===== config.mk =====
export PLATFORM = sky130hd
export DESIGN_NAME = fpmulr2
export DESIGN_NICKNAME = d
export VERILOG_FILES = /design/src/rtl/fpmulr2_pkg.sv /design/src/rtl/fpmul_clz.sv /design/src/rtl/fpmulr2.sv
export SDC_FILE = /design/constraint.sdc
export NUM_CORES = 2
export LEC_CHECK = 0
export CAP_MARGIN = 40
export CORE_MARGIN = 2
export CORE_UTILIZATION = 30
export DETAILED_ROUTE_END_ITERATION = 10
export PLACE_DENSITY = 0.59
export SLEW_MARGIN = 30
export SYNTH_ARGS = -nofsm -noshare
export SYNTH_HDL_FRONTEND = slang
export SYNTH_HIERARCHICAL = 1
export SYNTH_SLANG_ARGS = --single-unit

===== constraint.sdc =====
create_clock -name clk -period 20.4 [get_ports clk]
set_input_delay 3.06 -clock clk [delete_from_list [all_inputs] [get_ports clk]]
set_output_delay 3.06 -clock clk [all_outputs]
set_load 0.01 [all_outputs]

===== src/rtl/fpmulr2_pkg.sv =====
// Shared FPU multiply definitions: default significand width, product width, lzcnt type.
// Used by fpmulr2 and the reusable fpmul_clz leading-zero counter.
package fpmulr2_pkg;

    localparam int FPWID_DEF = 112;

    typedef logic [7:0] lzcnt_t;

    typedef enum logic {
        S_IDLE = 1'b0,
        S_RUN  = 1'b1
    } state_e;

    function automatic int prod_w(input int w);
        return 2 * w;
    endfunction

endpackage


===== src/rtl/fpmul_clz.sv =====
// Combinational leading-zero counter; an all-zero input yields W.
// Shared by the multiplier result register and the normalise stage.
module fpmul_clz
    import fpmulr2_pkg::*;
#(
    parameter int W = 224
) (
    input  logic [W-1:0] x,
    output lzcnt_t       cnt
);

    logic hit;

    always_comb begin
        hit = 1'b0;
        cnt = lzcnt_t'(W);
        for (int i = W - 1; i >= 0; i--) begin
            if (!hit && x[i]) begin
                hit = 1'b1;
                cnt = lzcnt_t'(W - 1 - i);
            end
        end
    end

endmodule


===== src/rtl/fpmulr2.sv =====
// Iterative radix-2 shift-add significand multiplier with registered lzcnt.
// Define FPMUL_EARLY_EXIT_EN to skip trailing all-zero multiplier bits in one edge.
module fpmulr2
    import fpmulr2_pkg::*;
#(
    parameter int FPWID = FPWID_DEF
) (
    input  logic                  clk,
    input  logic                  rst,
    input  logic                  ld,
    input  logic [FPWID-1:0]      a,
    input  logic [FPWID-1:0]      b,
    output logic [2*FPWID-1:0]    p,
    output logic                  done,
    output logic                  busy,
    output logic [7:0]            lzcnt
);

    localparam int PW = prod_w(FPWID);

    state_e             state_q, state_d;
    logic [7:0]         cnt_q, cnt_d;
    logic [FPWID-1:0]   mcand_q, mcand_d;
    logic [FPWID-1:0]   acc_q, acc_d;
    logic [FPWID-1:0]   mplr_q, mplr_d;
    logic [PW-1:0]      p_q, p_d;
    lzcnt_t             lz_q, lz_d;
    logic               done_q, done_d;

    logic [FPWID:0]     sum;
    logic [PW-1:0]      step;
    logic [PW-1:0]      prod;
    lzcnt_t             clz_out;
    logic               run_it;
    logic               finish;

    assign prod   = {acc_q, mplr_q};
    assign run_it = (state_q == S_RUN) && (cnt_q != 8'd0);
    assign finish = (state_q == S_RUN) && (cnt_q == 8'd0);

    fpmul_clz #(
        .W (PW)
    ) u_clz (
        .x   (prod),
        .cnt (clz_out)
    );

    always_ff @(posedge clk or posedge rst) begin
        if (rst) begin
            state_q <= S_IDLE;
        end else begin
            state_q <= state_d;
        end
    end

    always_comb begin
        state_d = state_q;
        if (ld) begin
            state_d = S_RUN;
        end else if (finish) begin
            state_d = S_IDLE;
        end
    end

    always_comb begin
        busy  = (state_q == S_RUN);
        done  = done_q;
        p     = p_q;
        lzcnt = lz_q;
    end

`ifdef FPMUL_EARLY_EXIT_EN
    logic [FPWID-1:0] low_mask;

    always_comb begin
        for (int i = 0; i < FPWID; i++) begin
            low_mask[i] = (i < int'(cnt_q));
        end
    end
`endif

    // Carry out of the add lands in sum[FPWID] and shifts into acc.
    always_comb begin
        sum  = {1'b0, acc_q} + (mplr_q[0] ? {1'b0, mcand_q} : '0);
        step = {sum, mplr_q[FPWID-1:1]};

        mcand_d = mcand_q;
        acc_d   = acc_q;
        mplr_d  = mplr_q;
        cnt_d   = cnt_q;
        p_d     = p_q;
        lz_d    = lz_q;
        done_d  = finish && !ld;

        if (ld) begin
            mcand_d = a;
            acc_d   = '0;
            mplr_d  = b;
            cnt_d   = 8'(FPWID);
        end else if (run_it) begin
`ifdef FPMUL_EARLY_EXIT_EN
            if ((mplr_q & low_mask) == '0) begin
                {acc_d, mplr_d} = prod >> cnt_q;
                cnt_d           = 8'd0;
            end else begin
                {acc_d, mplr_d} = step;
                cnt_d           = cnt_q - 8'd1;
            end
`else
            {acc_d, mplr_d} = step;
            cnt_d           = cnt_q - 8'd1;
`endif
        end

        if (finish && !ld) begin
            p_d  = prod;
            lz_d = clz_out;
        end
    end

    always_ff @(posedge clk or posedge rst) begin
        if (rst) begin
            cnt_q   <= 8'd0;
            mcand_q <= '0;
            acc_q   <= '0;
            mplr_q  <= '0;
            p_q     <= '0;
            lz_q    <= '0;
            done_q  <= 1'b0;
        end else begin
            cnt_q   <= cnt_d;
            mcand_q <= mcand_d;
            acc_q   <= acc_d;
            mplr_q  <= mplr_d;
            p_q     <= p_d;
            lz_q    <= lz_d;
            done_q  <= done_d;
        end
    end

endmodule

Yosys cells after proc, flatten, opt, wreduce, memory -nomap -nowiden
Cells that the tools add are included.
W data, S select, Z words.
{ "totals": {"reg_bits": 578, "input_bits": 227, "out_inout_bits": 234, "word_cells": 920} }
{ "op_classes": {"n_addsub": 2, "n_mux": 456, "reduce_logical": 454} }
{ "ops": {"columns": ["operator", "n"], "rows": [
  ["$mux W8", 226],
  ["$mux W112", 5],
  ["$logic_and A1 B1 Y1", 226],
  ["$mux W1", 225],
  ["$logic_not A1 Y1", 224],
  ["$add A112 B112 Y113", 1],
  ["$logic_not A8 Y1", 1],
  ["$reduce_bool A8 Y1", 1],
  ["$sub A8 B1 Y8 const B", 1],
  ["$reduce_bool A2 Y1", 2]
]} }

Depth between registers and ports, before layout
{ "depth": {"ltp_word": 670, "depth_mapped": 17, "depth_no_buf": 16} }

Modules after synthesis
Netlist, hierarchy kept.
{ "modules_own_cells": {"columns": ["module", "instances", "cells_each", "area_each_um2", "seq_area_each_um2"], "rows": [
  ["fpmulr2", 1, 2874, 29922.4, 14463.9],
  ["fpmul_clz", 1, 642, 3651.0, 0.0]
]} }

Least setup slack after synthesis
OpenSTA, ideal clock, no wires.
{ "synth_timing": {"kind": "input to register", "start": "input ld", "end": "register p_q[0], in the netlist p[0]", "setup_time_ns": 0.125, "arrival_time_ns": 4.474, "required_ns": 20.275, "path_slack_ns": 15.801, "stages": 5, "n_path_buf": 3, "path_cell_list": "and3b_1 > clkbuf_1 > clkbuf_1 > clkbuf_1 > mux2_2"} }
{ "synth_between": {"elab_chain_len": 2} }
{ "synth_lines": {"columns": ["element", "line_no", "source"], "rows": [
  ["from (decl)", "fpmulr2.sv:10", "input logic ld,"],
  ["$logic_not A1 Y1", "fpmulr2.sv:115", "if (finish && !ld) begin"],
  ["$logic_and A1 B1 Y1", "fpmulr2.sv:115", null],
  ["to (signal assigned)", "fpmulr2.sv:135", "p_q <= p_d;"],
  ["to (decl)", "fpmulr2.sv:26", "logic [PW-1:0] p_q, p_d;"]
]} }
No other way between the ends.
A chain may end at the register's enable or synchronous reset.

==> key figures <==
Power
  – Switching power: between 1 and 1.5 mW
  – Total power: 3.53 mW
  – Internal Pwr Total: 2.35 mW
  – Clock power share: 0.374
  – Pwr dens: 83.2 nW/um^2
  – Switching part of the total: 0.336
  – VDD IR max: approximately 0.00005 V
  – Leakage power: 18.5 nW
  – Sequential Power Share: 0.400
  – Combinational share of power: 0.226

Final layout
  – Fillers: 11100
  – Finished Cell Area: roughly 42000 sq um
  – Post-layout nets: 4270
  – P&R area growth vs syn: 26.5%
  – Share of cells above drive strength 1: 0.139

Synthesis
  – Top cells by count, synth: 578 x dfrtp_1, 409 x nand2_1, 344 x mux2_2
  – Syn_area_per_cell: 9.55 sq um
  – Most frequent cell after synthesis: dfrtp_1
  – Seq/Total Area, Yosys: 0.431
  – Synthesized flop and latch total: 578
  – Cell taking the most area after synthesis: dfrtp_1
  – Synth top area cells: dfrtp_1 43%, mux2_2 12%, nand2_1 4.6%
  – Synth warnings: 6
  – Top_reg_cell synth: dfrtp_1
  – Mapped Nets: 3857
  – Share of flip-flops with an asynchronous set or reset: 1.00
  – Yosys top cell area share: 0.431
  – Synth unique cells: 85
  – EDFF count, synth: 0
  – Post-Syn Instances: 3516
  – Mapped Area: roughly 34000 sq um

Die
  – Row count: 122
  – Die Ht: about 340 um
  – I/O pins: 461
  – Core Region: 111000 sq um
  – Die area: 115000 sq um
  – Die width: 339 um
  – Initial Utilization: 0.303

Place
  – Placed cell area: 39800 sq um
  – DP Worst Slack: approximately 13 ns
  – DP Wirelength: 96.0 mm
  – GP Congestion: between 0.9 and 1
  – IO buf count: 460

Global route
  – First-pass GRT wire length: around 190 mm
  – Vias in the first global route: 28500
  – Pin count of the biggest net entering global routing: 106
  – Tot GR Track Use: 0.211
  – Initial antenna violation count: 8
  – Grt total ovfl: 0

Route
  – Number of DRC markers in iteration 0: between 1500 and 2000
  – Total wire length: 125 mm
  – Vias per cell: 5.32
  – Drt drc: 0
  – TritonRoute pass-1 iters: 6
  – Via count: between 20000 and 30000
  – Routed length per instance: 22.8 um
  – Antenna viol nets, final: 0

Clock tree
  – CTS Sinks: 578
  – Reg clk slew, reported paths: 0.06 ns
  – Cts-stage hold buffer count: 0
  – Worst-case clock buffer depth: 3
  – Post_cts resized: 0
  – Insertion delay to the later sink of the worst-skew pair: between 0.6 and 0.7 ns
  – Postcts setup bufs: 0
  – Root Driver: clkbuf_16
  – CTS tree: yes
  – CTS Buf Count: 71
  – H-tree depth: 3

Critical path
  – Critical path class: input pin to async pin
  – Startpoint types: input pin
  – Cell mode on critical path: buf_4
  – Crit path largest cell delay: 0.61 ns
  – Required @ worst endpoint: 21.09 ns
  – Worst path slowest cell: buf_4
  – Worst reg-to-reg setup slack: between 10 and 15 ns
  – CP Capture Type: async pin
  – CP Max Fanout: 57
  – Crit path DAT: between 6 and 7 ns
  – CP Cell Sequence: clkdlybuf4s50_1, inv_8, buf_16, buf_4, buf_4, buf_12, buf_4, buf_16, buf_4

Timing
  – Final setup viols: 0
  – Final period util: 0.295
  – Max frequency: 0.166 GHz
  – Hold Fails Final Rpt: 0
  – Worst slew pin tran: 0.854 ns
  – RSZ-0062 raised after global routing: no
  – Skew final: 0.0337 ns
  – Post-route setup slack: 14.39 ns
  – Hold WS: ~0.50 ns
  – Max Transition Viols Final: 0
  – Rel. slew slack: 0.425
  – Fin crit period: around 6 ns
  – Fin Setup TNS: 0 ns

Hold path
  – Worst Hold Class: register to register

Job
  – Max-Cap Viols: 0

Run status
  – Status: completed
cell usage in the layout (no fill, tap or decap), drive strengths merged, types with 56 or more instances in the layout:
cell             n
dfrtp          578
clkdlybuf4s50  459
nand2          409
mux2           344
o21ai          287
a21oi          261
nor2           231
and2           117
mux2i          113
ha             113
clkbuf         101
inv             88
nor3            77
nand4           76
xnor2           67
nor4            63
buf             56
registers in the layout (all words and copies together), names as in the netlist:
name	count
lzcnt	8
busy	1
cnt_q	8
p	224
mcand_q	112
done	1
acc_q	112
mplr_q	112
metrics by stage:
stage | util | std cells
final | 0.383 | 5477
after global routing | 0.383 | 5477
after global placement | 0.358 | 5326
after detailed placement | 0.359 | 5334
after floorplan | - | 3516
after CTS | 0.381 | 5466
area by class of cell:
class                   instances  area (sq um)  area share
diodes                          1          2.50   0.0000589
clock buffers                  98          2050      0.0484
clock inverters                34           369     0.00869
inverters                      81           312     0.00734
multi-input cells            2679         18200       0.428
flip-flops and latches        578         14500       0.341
well taps                    1488          1860      0.0438
repair buffers                518          5210       0.123
routing by layer:
metal,up-vias,global-route usage,routed length [um]
met3,189,0.0397,7950
met1,14400,0.283,54700
met2,977,0.342,58000
met5,-,0,66
li1,13600,-,-
met4,10,0.0731,3940
power groups by stage:
| stage | sequential, mW | combinational (mW) | clock [mW] |
|---|---|---|---|
| after floorplan | 1.34 | 0.542 | 0 |
| after CTS | 1.41 | 0.787 | 1.35 |
| after global routing | 1.42 | 0.879 | 1.40 |
| final | 1.41 | 0.799 | 1.32 |
| after detailed placement | 1.43 | 0.782 | 0 |
| after global placement | 1.43 | 0.776 | 0 |
cell families after synthesis:
group                    after synthesis  share of synthesized area
multiplexers                         457                      0.149
AO/OA/AOI/OAI                        837                      0.151
AND/OR/NAND/NOR                     1169                      0.170
buffers and inverters                259                     0.0293
flip-flops                           578                      0.431
XOR/XNOR                             102                     0.0266
adder cells (fa/ha/maj)              114                     0.0427
worst max-delay path, delay by kind of cell:
| kind | cells | cell delay [ns] |
|---|---|---|
| buf+inv | 9 | 3.41 |
final timing paths:
kind                                                 to                     from  cells past startpoint
worst min-delay path            mcand_q[31]$_DFFE_PP0P_  mcand_q[31]$_DFFE_PP0P_                      1
worst max register to register   acc_q[111]$_DFFE_PP0P_    mplr_q[0]$_DFFE_PP0P_                     17
worst min register to register  mcand_q[31]$_DFFE_PP0P_  mcand_q[31]$_DFFE_PP0P_                      1
min in group asynchronous        mplr_q[60]$_DFFE_PP0P_                      rst                      2
worst max-delay path                 p[203]$_DFFE_PP0P_                      rst                      9
max in group clk                 acc_q[111]$_DFFE_PP0P_    mplr_q[0]$_DFFE_PP0P_                     17
Note: power is estimated with default switching activity, not from simulation.
